File: src/rtl/vga_pattern_mux.sv
// rtl/vga_pattern_mux.sv - frame-synchronous VGA pattern selector with override and registered RGB
// Define AUTO_CYCLE_EN to add frame-counted automatic mode cycling.
module vga_pattern_mux #(
  parameter int CW              = 4,
  parameter int NUM_SRC         = 4,
  parameter int SEL_W           = 2,
  parameter int FRAMES_PER_MODE = 120
) (
  input  logic                    clk_25MHz,
  input  logic                    reset,
  input  logic [SEL_W-1:0]        sel,
  input  logic                    ovr,
  input  logic                    auto_en,
  input  logic                    blank,
  input  logic [10:0]             hcount,
  input  logic [10:0]             vcount,
  input  logic [NUM_SRC*3*CW-1:0] src_color,
  input  logic [3*CW-1:0]         ovr_color,
  output logic [CW-1:0]           vgaRed,
  output logic [CW-1:0]           vgaGreen,
  output logic [CW-1:0]           vgaBlue,
  output logic [SEL_W-1:0]        active_mode,
  output logic                    ovr_active,
  output logic                    mode_changed
);

  logic             ovr_meta;
  logic             ovr_sync;
  logic             fs;
  logic [SEL_W-1:0] next_mode;
  logic [SEL_W-1:0] pix_mode;
  logic             pix_ovr;
  logic [3*CW-1:0]  pix_rgb;

  assign fs = (hcount == 11'd0) && (vcount == 11'd0);

`ifdef AUTO_CYCLE_EN
  localparam int FC_W = $clog2(FRAMES_PER_MODE + 1);
  logic [FC_W-1:0] frame_cnt;
  logic [FC_W-1:0] frame_cnt_next;
  logic [FC_W-1:0] frame_cnt_inc;

  assign frame_cnt_inc = frame_cnt + 1'b1;

  always_comb begin
    next_mode      = (int'(sel) < NUM_SRC) ? sel : '0;
    frame_cnt_next = '0;
    if (auto_en) begin
      next_mode = active_mode;
      if (!ovr_active) begin
        frame_cnt_next = frame_cnt;
        if (fs) begin
          if (frame_cnt_inc == FC_W'(FRAMES_PER_MODE)) begin
            frame_cnt_next = '0;
            next_mode      = (int'(active_mode) == NUM_SRC - 1) ? '0 : active_mode + 1'b1;
          end else begin
            frame_cnt_next = frame_cnt_inc;
          end
        end
      end
    end
  end

  always_ff @(posedge clk_25MHz or posedge reset) begin
    if (reset) frame_cnt <= '0;
    else       frame_cnt <= frame_cnt_next;
  end
`else
  wire unused_auto_en = auto_en;

  always_comb begin
    next_mode = (int'(sel) < NUM_SRC) ? sel : '0;
  end
`endif

  // The pixel sampled on the frame-start edge already uses the mode being committed there.
  always_comb begin
    pix_mode = fs ? next_mode : active_mode;
    pix_ovr  = fs ? ovr_sync : ovr_active;
    if (blank)        pix_rgb = '0;
    else if (pix_ovr) pix_rgb = ovr_color;
    else              pix_rgb = src_color[int'(pix_mode)*3*CW +: 3*CW];
  end

  always_ff @(posedge clk_25MHz or posedge reset) begin
    if (reset) begin
      ovr_meta     <= 1'b0;
      ovr_sync     <= 1'b0;
      active_mode  <= '0;
      ovr_active   <= 1'b0;
      mode_changed <= 1'b0;
      vgaRed       <= '0;
      vgaGreen     <= '0;
      vgaBlue      <= '0;
    end else begin
      ovr_meta <= ovr;
      ovr_sync <= ovr_meta;
      if (fs) begin
        active_mode <= next_mode;
        ovr_active  <= ovr_sync;
      end
      mode_changed <= fs && ((next_mode != active_mode) || (ovr_sync != ovr_active));
      {vgaRed, vgaGreen, vgaBlue} <= pix_rgb;
    end
  end

endmodule

File: config.mk
export PLATFORM = sky130hd
export DESIGN_NAME = vga_pattern_mux
export DESIGN_NICKNAME = d
export VERILOG_FILES = /design/src/rtl/vga_pattern_mux.sv
export SDC_FILE = /design/constraint.sdc
export NUM_CORES = 1
export LEC_CHECK = 0
export CAP_MARGIN = 0
export CORE_MARGIN = 4
export CORE_UTILIZATION = 36
export CTS_CLUSTER_SIZE = 24
export DETAILED_ROUTE_END_ITERATION = 8
export PLACE_DENSITY = 0.95
export SLEW_MARGIN = 20
export SYNTH_ARGS = -nofsm -noshare
export SYNTH_HDL_FRONTEND = slang
export SYNTH_SLANG_ARGS = --single-unit
File: constraint.sdc
create_clock -name clk_25MHz -period 2.8 [get_ports clk_25MHz]
set_input_delay 0.28 -clock clk_25MHz [delete_from_list [all_inputs] [get_ports clk_25MHz]]
set_output_delay 0.28 -clock clk_25MHz [all_outputs]
set_load 0.02 [all_outputs]
# Word-level counts from Yosys, hierarchy flattened
# Cells that the tools add are included.
# classes
muxes	4
shift	1
n_reduce_logical	5
n_eq_ne	2
multipliers	1
# op_table
operator	n
$shiftx 48x7->12	1
$mux 12	2
$logic_not 11->1	2
$mul 2x2->4 const B	1
$logic_and 1x1->1	2
$mux 2	1
$ne 2x2->1	1
$logic_or 1x1->1	1
$mux 1	1
$ne 1x1->1	1
# word_totals
out_inout_bits	16
ff_bits	18

# Logic depth before layout (Yosys ltp)
# depth
depth_word	7
mapped_depth	7
depth_no_buf	6

# Least setup slack after synthesis
# Ideal clock, no wire load.
# synth_path
path_type	input port to flip-flop
start	in vcount[7]
end	reg vgaBlue[1]
required_time_ns	2.718
setup_slack_ns	1.114
t_arrival_ns	1.604
cell_stages	7
cell_sequence	nor4_2 -> nand4_1 -> o21ai_4 -> nand4bb_4 -> buf_6 -> a21o_1 -> a31oi_1
# synth_between
elab_chain_len	7
elab_cells_between_ends	8
# synth_lines
element	line_no	text
start: declaration	16	input logic [10:0] vcount,
$logic_not 11->1 (*)	35	assign fs = (hcount == 11'd0) && (vcount == 11'd0);
$logic_and 1x1->1 (*)	35	
$mux 2	--	
$mul 2x2->4	82	else pix_rgb = src_color[int'(pix_mode)*3*CW +: 3*CW];
$shiftx 48x7->12	82	
$mux 12 (*)	81	else if (pix_ovr) pix_rgb = ovr_color;
$mux 12 (*)	80	if (blank) pix_rgb = '0;
net pix_rgb[1]	33	logic [3*CW-1:0] pix_rgb;
end signal: assignment	103	{vgaRed, vgaGreen, vgaBlue} <= pix_rgb;
end: declaration	21	output logic [CW-1:0] vgaBlue,
# The timed path passes the listed nets; every way through them passes the cells marked *.

# Final worst setup path
# layout_path
start	in hcount[1]
end	reg vgaRed[3]
# layout_between
elab_chain_len	7
elab_cells_between_ends	8
# layout_lines
element	line_no	text
start: declaration	15	input logic [10:0] hcount,
$logic_not 11->1 (*)	35	
$logic_and 1x1->1 (*)	35	
$mux 2	--	
$mul 2x2->4	82	
$shiftx 48x7->12	82	
$mux 12 (*)	81	
$mux 12 (*)	80	
net pix_rgb[11]	33	
end signal: assignment	103	
end: declaration	19	output logic [CW-1:0] vgaRed,
# Marked as above.

==> results.md <==
* Status: completed
* Initial antenna violation count at 0
* Worst vdd ir at 0.136 mV
* H-Tree Depth at 1
* CP arrival at 2.39 ns
* Wirelength per Cell at 17.5 um
* Initial detailed-routing violation count at 113
* Count of warnings emitted by yosys at 0
* Layout cell share with drive strength beyond 1 at 0.0754
* Die Span Y at 69.0 um
* Worst Setup Start Kind: input pin
* Area Growth Syn to Fin at 79.6%
* Cell area after synthesis at 1340 um2
* Commonest non-fill, non-tap cell in the layout: clkdlybuf4s50_1
* Period utilization at 0.798
* Slew HR at 0.523
* # IOs at 105
* GPL Wtd Cong at 0.816
* Max_cap viols at 0
* Placed instance count at 295
* First-pass GRT wire length at 7600 um
* Total clock sinks at 18
* Clk Tree Root Cell: clkbuf_8
* Die W at 69.0 um
* Worst hold path type: flip-flop to flip-flop
* Post-CTS sizing at 0
* #FFs+latches synth at 18
* Final hold vios at 0
* Min cycle time layout at 2.23 ns
* Clock Skew at 0.00165 ns
* Vias in the first global route at 1598
* Filler cells at 302
* Clk pin slew, worst setup/hold paths at 0.07 ns
* Critical Path Sink Type: flip-flop
* N_diodes at 0
* Core ar. at 3470 um2
* Unique cell type count in the Yosys netlist at 27
* Final nets at 343
* Setup ws final at 0.566 ns
* Routed Antenna Nets at 0
* DRC viols at 0
* Dpl ws at 0.272 ns
* # hold bufs at CTS at 0
* Fin cells at 298
* Design area at 2400 um2
* Gate Count Post-Synth at 155
* Initial Utilization at 0.386
* Pre-antenna DRT Iters at 4
* Worst-margin pin slew at 0.714 ns
* Die area at 4760 um2
* Worst stage delay on the critical path at 0.41 ns
* Pwr dens at 271 nW/um2
* Max Root-Sink Buffers at 2
* Hpwl dp at 3880 um
* Critical Path, Cell by Cell: clkdlybuf4s50_1 -> nor4_2 -> nand4_1 -> o21ai_4 -> o211ai_2 -> a21o_1 -> a31oi_1
* Syn avg cell area at 8.64 um2
* Post-synthesis sequential area ratio at 0.336
* All-layer global routing usage at 0.216
* Crit path buffers/inverters at 1
* Post-CTS Setup Inserts at 0
* Row count at 21
* RSZ-0062 raised after global routing: false
* Final setup viols at 0
* CTS tree: yes
* Worst-Skew Late Latency at 0.25 ns
* DR vias/cell at 5.37
* Top Family by Delay on Critical Path: compound AO/OA/AOI/OAI gates
* TNS Setup at 0 ns
* CP Class: input pin to flip-flop
* Final Max Tran Viols at 0
* Total number of vias at 1599
* CP max stage cell: clkdlybuf4s50_1
* Fmax at 448 MHz
* Most frequent cells in the layout: clkdlybuf4s50_1, nand3_1, a21o_1, o21ai_0, dfrtp_1
* Area after DPL at 2360 um2
* Syn Nets at 244
* Largest net degree at the start of global routing at 26
* Crit Path Max Fanout at 12
* Port-buffer cells at 103
* Total grt overflow at 0
* Pleak at 0.000978 uW
* Worst path required time at 2.96 ns
* Total CTS buffers at 3
* WL final at 5220 um
[report_power, final]
part | internal (uW) | switching, uW | leakage (uW)
Combinational | 138 | 54.9 | 0.000723
Clock | 95.6 | 91.1 | 0.0000216
Sequential | 270 | 3.08 | 0.000234
Total | 503 | 149 | 0.000978
[metrics by stage]
step / total power [uW] / hold WS [ns] / utilization
3_3_place_gp: 467 / 0.335 / 0.681
3_5_place_dp: 470 / 0.343 / 0.681
6_report: 652 / 0.363 / 0.693
2_1_floorplan: 322 / 0.219 / -
4_1_cts: 657 / 0.368 / 0.693
5_1_grt: 678 / 0.389 / 0.693
[final cells by class]
class | count | area [um2] | area share
Sequential cell | 18 | 450 | 0.187
Multi-Input combinational cell | 124 | 798 | 0.332
Timing Repair Buffer | 106 | 1050 | 0.438
Clock buffer | 3 | 41.3 | 0.0172
Inverter | 1 | 3.75 | 0.00156
Tap cell | 46 | 57.6 | 0.0239
[kinds of logic after synthesis]
| logic type | after synthesis | synth area share |
|---|---|---|
| flops | 18 | 0.336 |
| xor+xnor | 3 | 0.0196 |
| simple gates | 55 | 0.242 |
| compound gates | 66 | 0.335 |
| buf+inv | 13 | 0.0673 |
[layer usage]
metal,up-vias,track usage,share of wire
met5,-,0,0
met4,0,0.0535,0.0094
met3,6,0.0308,0.078
met2,79,0.406,0.52
met1,740,0.254,0.40
li1,774,-,-
[cells in the mapped netlist, drive strengths merged]
master	count	area, um2
nand3	27	135
o21ai	26	153
a21o	24	180
dfrtp	18	450
nand2	14	52.6
a31oi	12	75.1
buf	9	75.1
nor4	4	50.1
and3	3	25.0
clkbuf	3	11.3
nor2	3	11.3
xnor2	3	26.3
a21boi	2	18.8
a311oi	1	8.76
and4	1	10.0
inv	1	3.75
nand4	1	6.26
nand4bb	1	27.5
o211ai	1	12.5
or2	1	6.26
[worst register-to-register path, cell delays in order (launching register included)]
cell and delay, ns:
dfrtp_1 0.41, a21boi_2 0.19, o211ai_2 0.55, a21o_1 0.17, a31oi_1 0.10
[flip-flops by register name, summed over array words and instances, names as in the netlist]
register	count
active_mode	2
vgaRed	4
vgaBlue	4
vgaGreen	4
ovr_active	1
ovr_meta	1
mode_changed	1
ovr_sync	1
[worst paths after layout]
kind | from | end | slack (ns) | depth (start not counted)
max in group asynchronous | reset | active_mode[0] | 1.91 | 2
worst min-delay path | ovr_meta | ovr_sync | 0.36 | 0
worst max register to register | active_mode[0] | vgaRed[3] | 1.24 | 4
worst max-delay path | hcount[1] | vgaRed[3] | 0.57 | 7
worst min register to register | ovr_meta | ovr_sync | 0.36 | 0
min in group asynchronous | reset | ovr_meta | 0.44 | 2
(Power assumes the default switching activity.)
==> patch 1: new RTL, config.mk and constraints unchanged <==
Build with the macro `AUTO_CYCLE_EN` defined.
--- a/src/rtl/vga_pattern_mux.sv
+++ b/src/rtl/vga_pattern_mux.sv
@@ -1,5 +1,7 @@
 // rtl/vga_pattern_mux.sv - frame-synchronous VGA pattern selector with override and registered RGB
 // Define AUTO_CYCLE_EN to add frame-counted automatic mode cycling.
+`define AUTO_CYCLE_EN
+
 module vga_pattern_mux #(
   parameter int CW              = 4,
   parameter int NUM_SRC         = 4,
Behaviour: not the same (Yosys sat finds a counterexample within 4 cycles, from zero or initial values and one cycle with reset high).
==> patch 1 against the unedited design <==
Count of clock-buffer cells in the layout increased by 1. Register-to-register slack got worse by 0.63 ns. Design area increased by 16%. Routed wire length down 14%. Die area up 21%. Power rose by 22%. Sequential cell count is 7 higher. Worst setup slack got worse by 0.17 ns. Synthesized area grew 23%. Critical path type unchanged.
==> patch 1: results (changes against the unedited design) <==
metric;value;unit;change
status;complete, no violations;;
worst clock skew;0.003633;ns;+0.001987 ns
routability cong.;0.8036;;-1.5%
Arrival @ worst endpoint;2.55;ns;+0.16 ns
htree depth;1;;unchanged
layout cell share with drive strength beyond 1;10.51;%;+3.0 points
initial detailed-routing violation count;84;;-26%
Leak;0.001221;uW;+25%
Crit-path slowest cell;or4_4;;
crit-path leading delay family;buffers and inverters;;
final-stage net count;349;;+1.7%
Post-Syn Nets;242;;-0.82%
routed length on met3;583;um;+43%
post-synthesis sequential area ratio;37.85;%;+4.2 points
met2 Usage GRT;29.75;%;-11 points
Pint;616.9;uW;+23%
CP Max Fanout;25;;+13
P_clk;216;uW;+16%
XOR/XNOR Fraction of Synth Area;2.120;%;+0.16 points
placed inst area;0.002734;sq mm;+16%
combinational logic power;209;uW;+8%
WL met2;2.206;mm;-18%
post-synth cell types;41;;+52%
met3 Resource Use GR;5.937;%;+2.9 points
Worst-Skew Late Latency;0.27;ns;+0.02 ns
syn avg cell area;10.95;sq um;+27%
routed metal-1 wirelength;1.666;mm;-19%
post-DR vias/cell;5.120;;-4.6%
DR pass1 iterations;5;;+1
placed cell count;305;;+3.4%
Max-slew headroom;39.21;%;-13 points
vias in the first global route;1644;;+2.9%
Synth top cells by count;25 x dfrtp_1, 25 x mux2i_1, 17 x nand2_1;;
Global Route Usage Sum;16.35;%;-5.2 points
clk slew on worst S/H paths;0.09;ns;+0.02 ns
P per Cell Area;287.3;mW/mm^2;+5.9%
Synth area leaders;dfrtp_1 38%, mux2i_1 15%, o221ai_2 11%, nand2_1 3.9%, buf_12 2.4%;;
per-cell routed wire length;14.53;um;-17%
Worst path max stage delay;0.54;ns;+0.13 ns
Synth Area in Compound Gates;20.59;%;-13 points
Post-Synth Adder-Cell Area;1.514;%;+1.5 points
global-route wire length before repair;7.058;mm;-7.2%
mux contribution to synthesized area;15.82;%;+16 points
DP HPWL;3.705;mm;-4.5%
Worst VDD drop;0.0001421;V;+4.2%
pre-CTS setup slack;0.09359;ns;-0.1782 ns
==> patch 1: worst reg2reg max path, cell delays in order (launching register included) <==
cell      delay [ns]
dfrtp_1         0.45
ha_1            0.35
or4_1           0.53
o21ai_1         0.11
a21oi_2         0.09
or2b_1          0.26
buf_12          0.16
o221ai_2        0.14
==> patch 1: final timing paths <==
kind	startpoint	end	slack, ns	cells after the start
max	vcount[1]	vgaRed[1]	0.39	9
min	ovr_meta	ovr_sync	0.36	0
max reg2reg	active_mode[0]	vgaRed[2]	0.61	7
min reg2reg	ovr_meta	ovr_sync	0.36	0
max in group asynchronous	reset	vgaGreen[2]	1.98	2
min in group asynchronous	reset	mode_changed	0.40	2
==> patch 1: area by class of cell <==
| class | count | area [sq um] |
|---|---|---|
| fillers | 359 | 1635 |
| flip-flops and latches | 25 | 625.6 |
| multi-input cells | 115 | 928.4 |
| inverters | 5 | 18.77 |
| repair buffers | 108 | 1096 |
| clock buffers | 4 | 45.04 |
| well taps | 52 | 65.06 |
==> patch 2: new RTL, same flow settings <==
Made on the original files. Remove the register `mode_changed`: a continuous assignment takes its place, so the output `mode_changed` follows one clock earlier.
--- a/src/rtl/vga_pattern_mux.sv
+++ b/src/rtl/vga_pattern_mux.sv
@@ -88,7 +88,6 @@
       ovr_sync     <= 1'b0;
       active_mode  <= '0;
       ovr_active   <= 1'b0;
-      mode_changed <= 1'b0;
       vgaRed       <= '0;
       vgaGreen     <= '0;
       vgaBlue      <= '0;
@@ -99,10 +98,11 @@
         active_mode <= next_mode;
         ovr_active  <= ovr_sync;
       end
-      mode_changed <= fs && ((next_mode != active_mode) || (ovr_sync != ovr_active));
       {vgaRed, vgaGreen, vgaBlue} <= pix_rgb;
     end
   end
 
+  assign mode_changed = fs && ((next_mode != active_mode) || (ovr_sync != ovr_active));
+
 endmodule
 
Formal check against the unedited RTL: not equivalent (Yosys sat finds a counterexample within 4 cycles, from zero or initial values and one cycle with reset high).
==> patch 2 against the unedited design <==
Synthesized area decreased by 1.9%. Design area decreased by 0.26%. Worst setup slack got worse by 0.19 ns. Power decreased by 3.2%. Sequential cell count decreased by 1. Die area decreased by 1.6%. Routed wire length decreased by 3.3%. Largest cell class unchanged. Via count decreased by 0.94%.
==> patch 2: results (changes against the unedited design) <==
metric;value;unit;change
routed metal-1 wirelength;2.098;mm;+1.6%
Worst path max stage delay;0.66;ns;+0.25 ns
Worst VDD drop;0.0001949;V;+43%
final WL;5.044;mm;-3.3%
met1 track demand over resource;27.22;%;+1.8 points
number of fill cells;281;;-7.0%
met2 Usage GRT;37.07;%;-3.5 points
P_clk;180;uW;-4%
hold_ws;0.3696;ns;+0.006979 ns
placed cell count;296;;+0.34%
routed length on met3;373;um;-8.8%
Mapped Cells;154;;-0.65%
switching part of the total power;21.71;%;-1.1 points
met3 Resource Use GR;5.255;%;+2.2 points
placed inst area;0.002354;sq mm;-0.42%
DP HPWL;3.794;mm;-2.2%
global-route wire length before repair;7.500;mm;-1.4%
Hold EP;ovr_sync;;
post-synthesis sequential area ratio;32.38;%;-1.3 points
worst clock skew;0.002384;ns;+0.0007376 ns
per-cell routed wire length;16.81;um;-3.9%
status;complete, no violations;;
Leak;0.0009739;uW;-0.46%
final-stage net count;344;;+0.29%
routability cong.;0.7870;;-3.6%
WL met2;2.507;mm;-6.8%
Post-Syn Nets;243;;-0.41%
Global Route Usage Sum;21.69;%;+0.11 points
Synth area leaders;dfrtp_1 32%, a21o_1 14%, nand3_1 10%, o21ai_0 7.6%, a31oi_1 5.7%;;
initial detailed-routing violation count;125;;+11%
Sequential Power;259;uW;-5%
crit-path leading delay family;buffers and inverters;;
CP Max Fanout;2;;-10
post-DR vias/cell;5.280;;-1.6%
worst reg2reg path endpoint;vgaBlue[0];;
vias in the first global route;1514;;-5.3%
Max-slew headroom;54.63;%;+2.3 points
layout cell share with drive strength beyond 1;8.268;%;+0.73 points
total power;631.3;uW;-3.2%
r2r setup slk;1.28;ns;+0.04 ns
[patch 2: cell types whose count changed after synthesis]
cell	delta
dfrtp_1	-1
[patch 2: layout make-up]
type	count	area, sq um	area share [%]
tap	46	57.56	2.400
multi-input combinational	124	798.3	33.28
timing repair buffer	108	1069	44.55
inverter	1	3.754	0.1565
sequential	17	425.4	17.74
clock buffer	4	45.04	1.878
[patch 2: how the worst max path moves through the flow]
stage	start	end	slack, ns	cells after the start
finish	vcount[7]	mode_changed	0.38	5
global route	hcount[1]	mode_changed	0.29	5
CTS	vcount[7]	mode_changed	0.37	5
detailed placement	vcount[7]	mode_changed	0.37	5
global placement	vcount[7]	vgaBlue[2]	0.41	7
floorplan	vcount[7]	mode_changed	1.04	3
[patch 2: kinds of logic (layout without fill, tap and decap cells)]
family	after synthesis	count (layout)	synth area share (%)
compound gates	66	66	34.10
xor+xnor	3	3	2.000
buf+inv	13	113	6.856
flops	17	17	32.38
simple gates	55	55	24.67
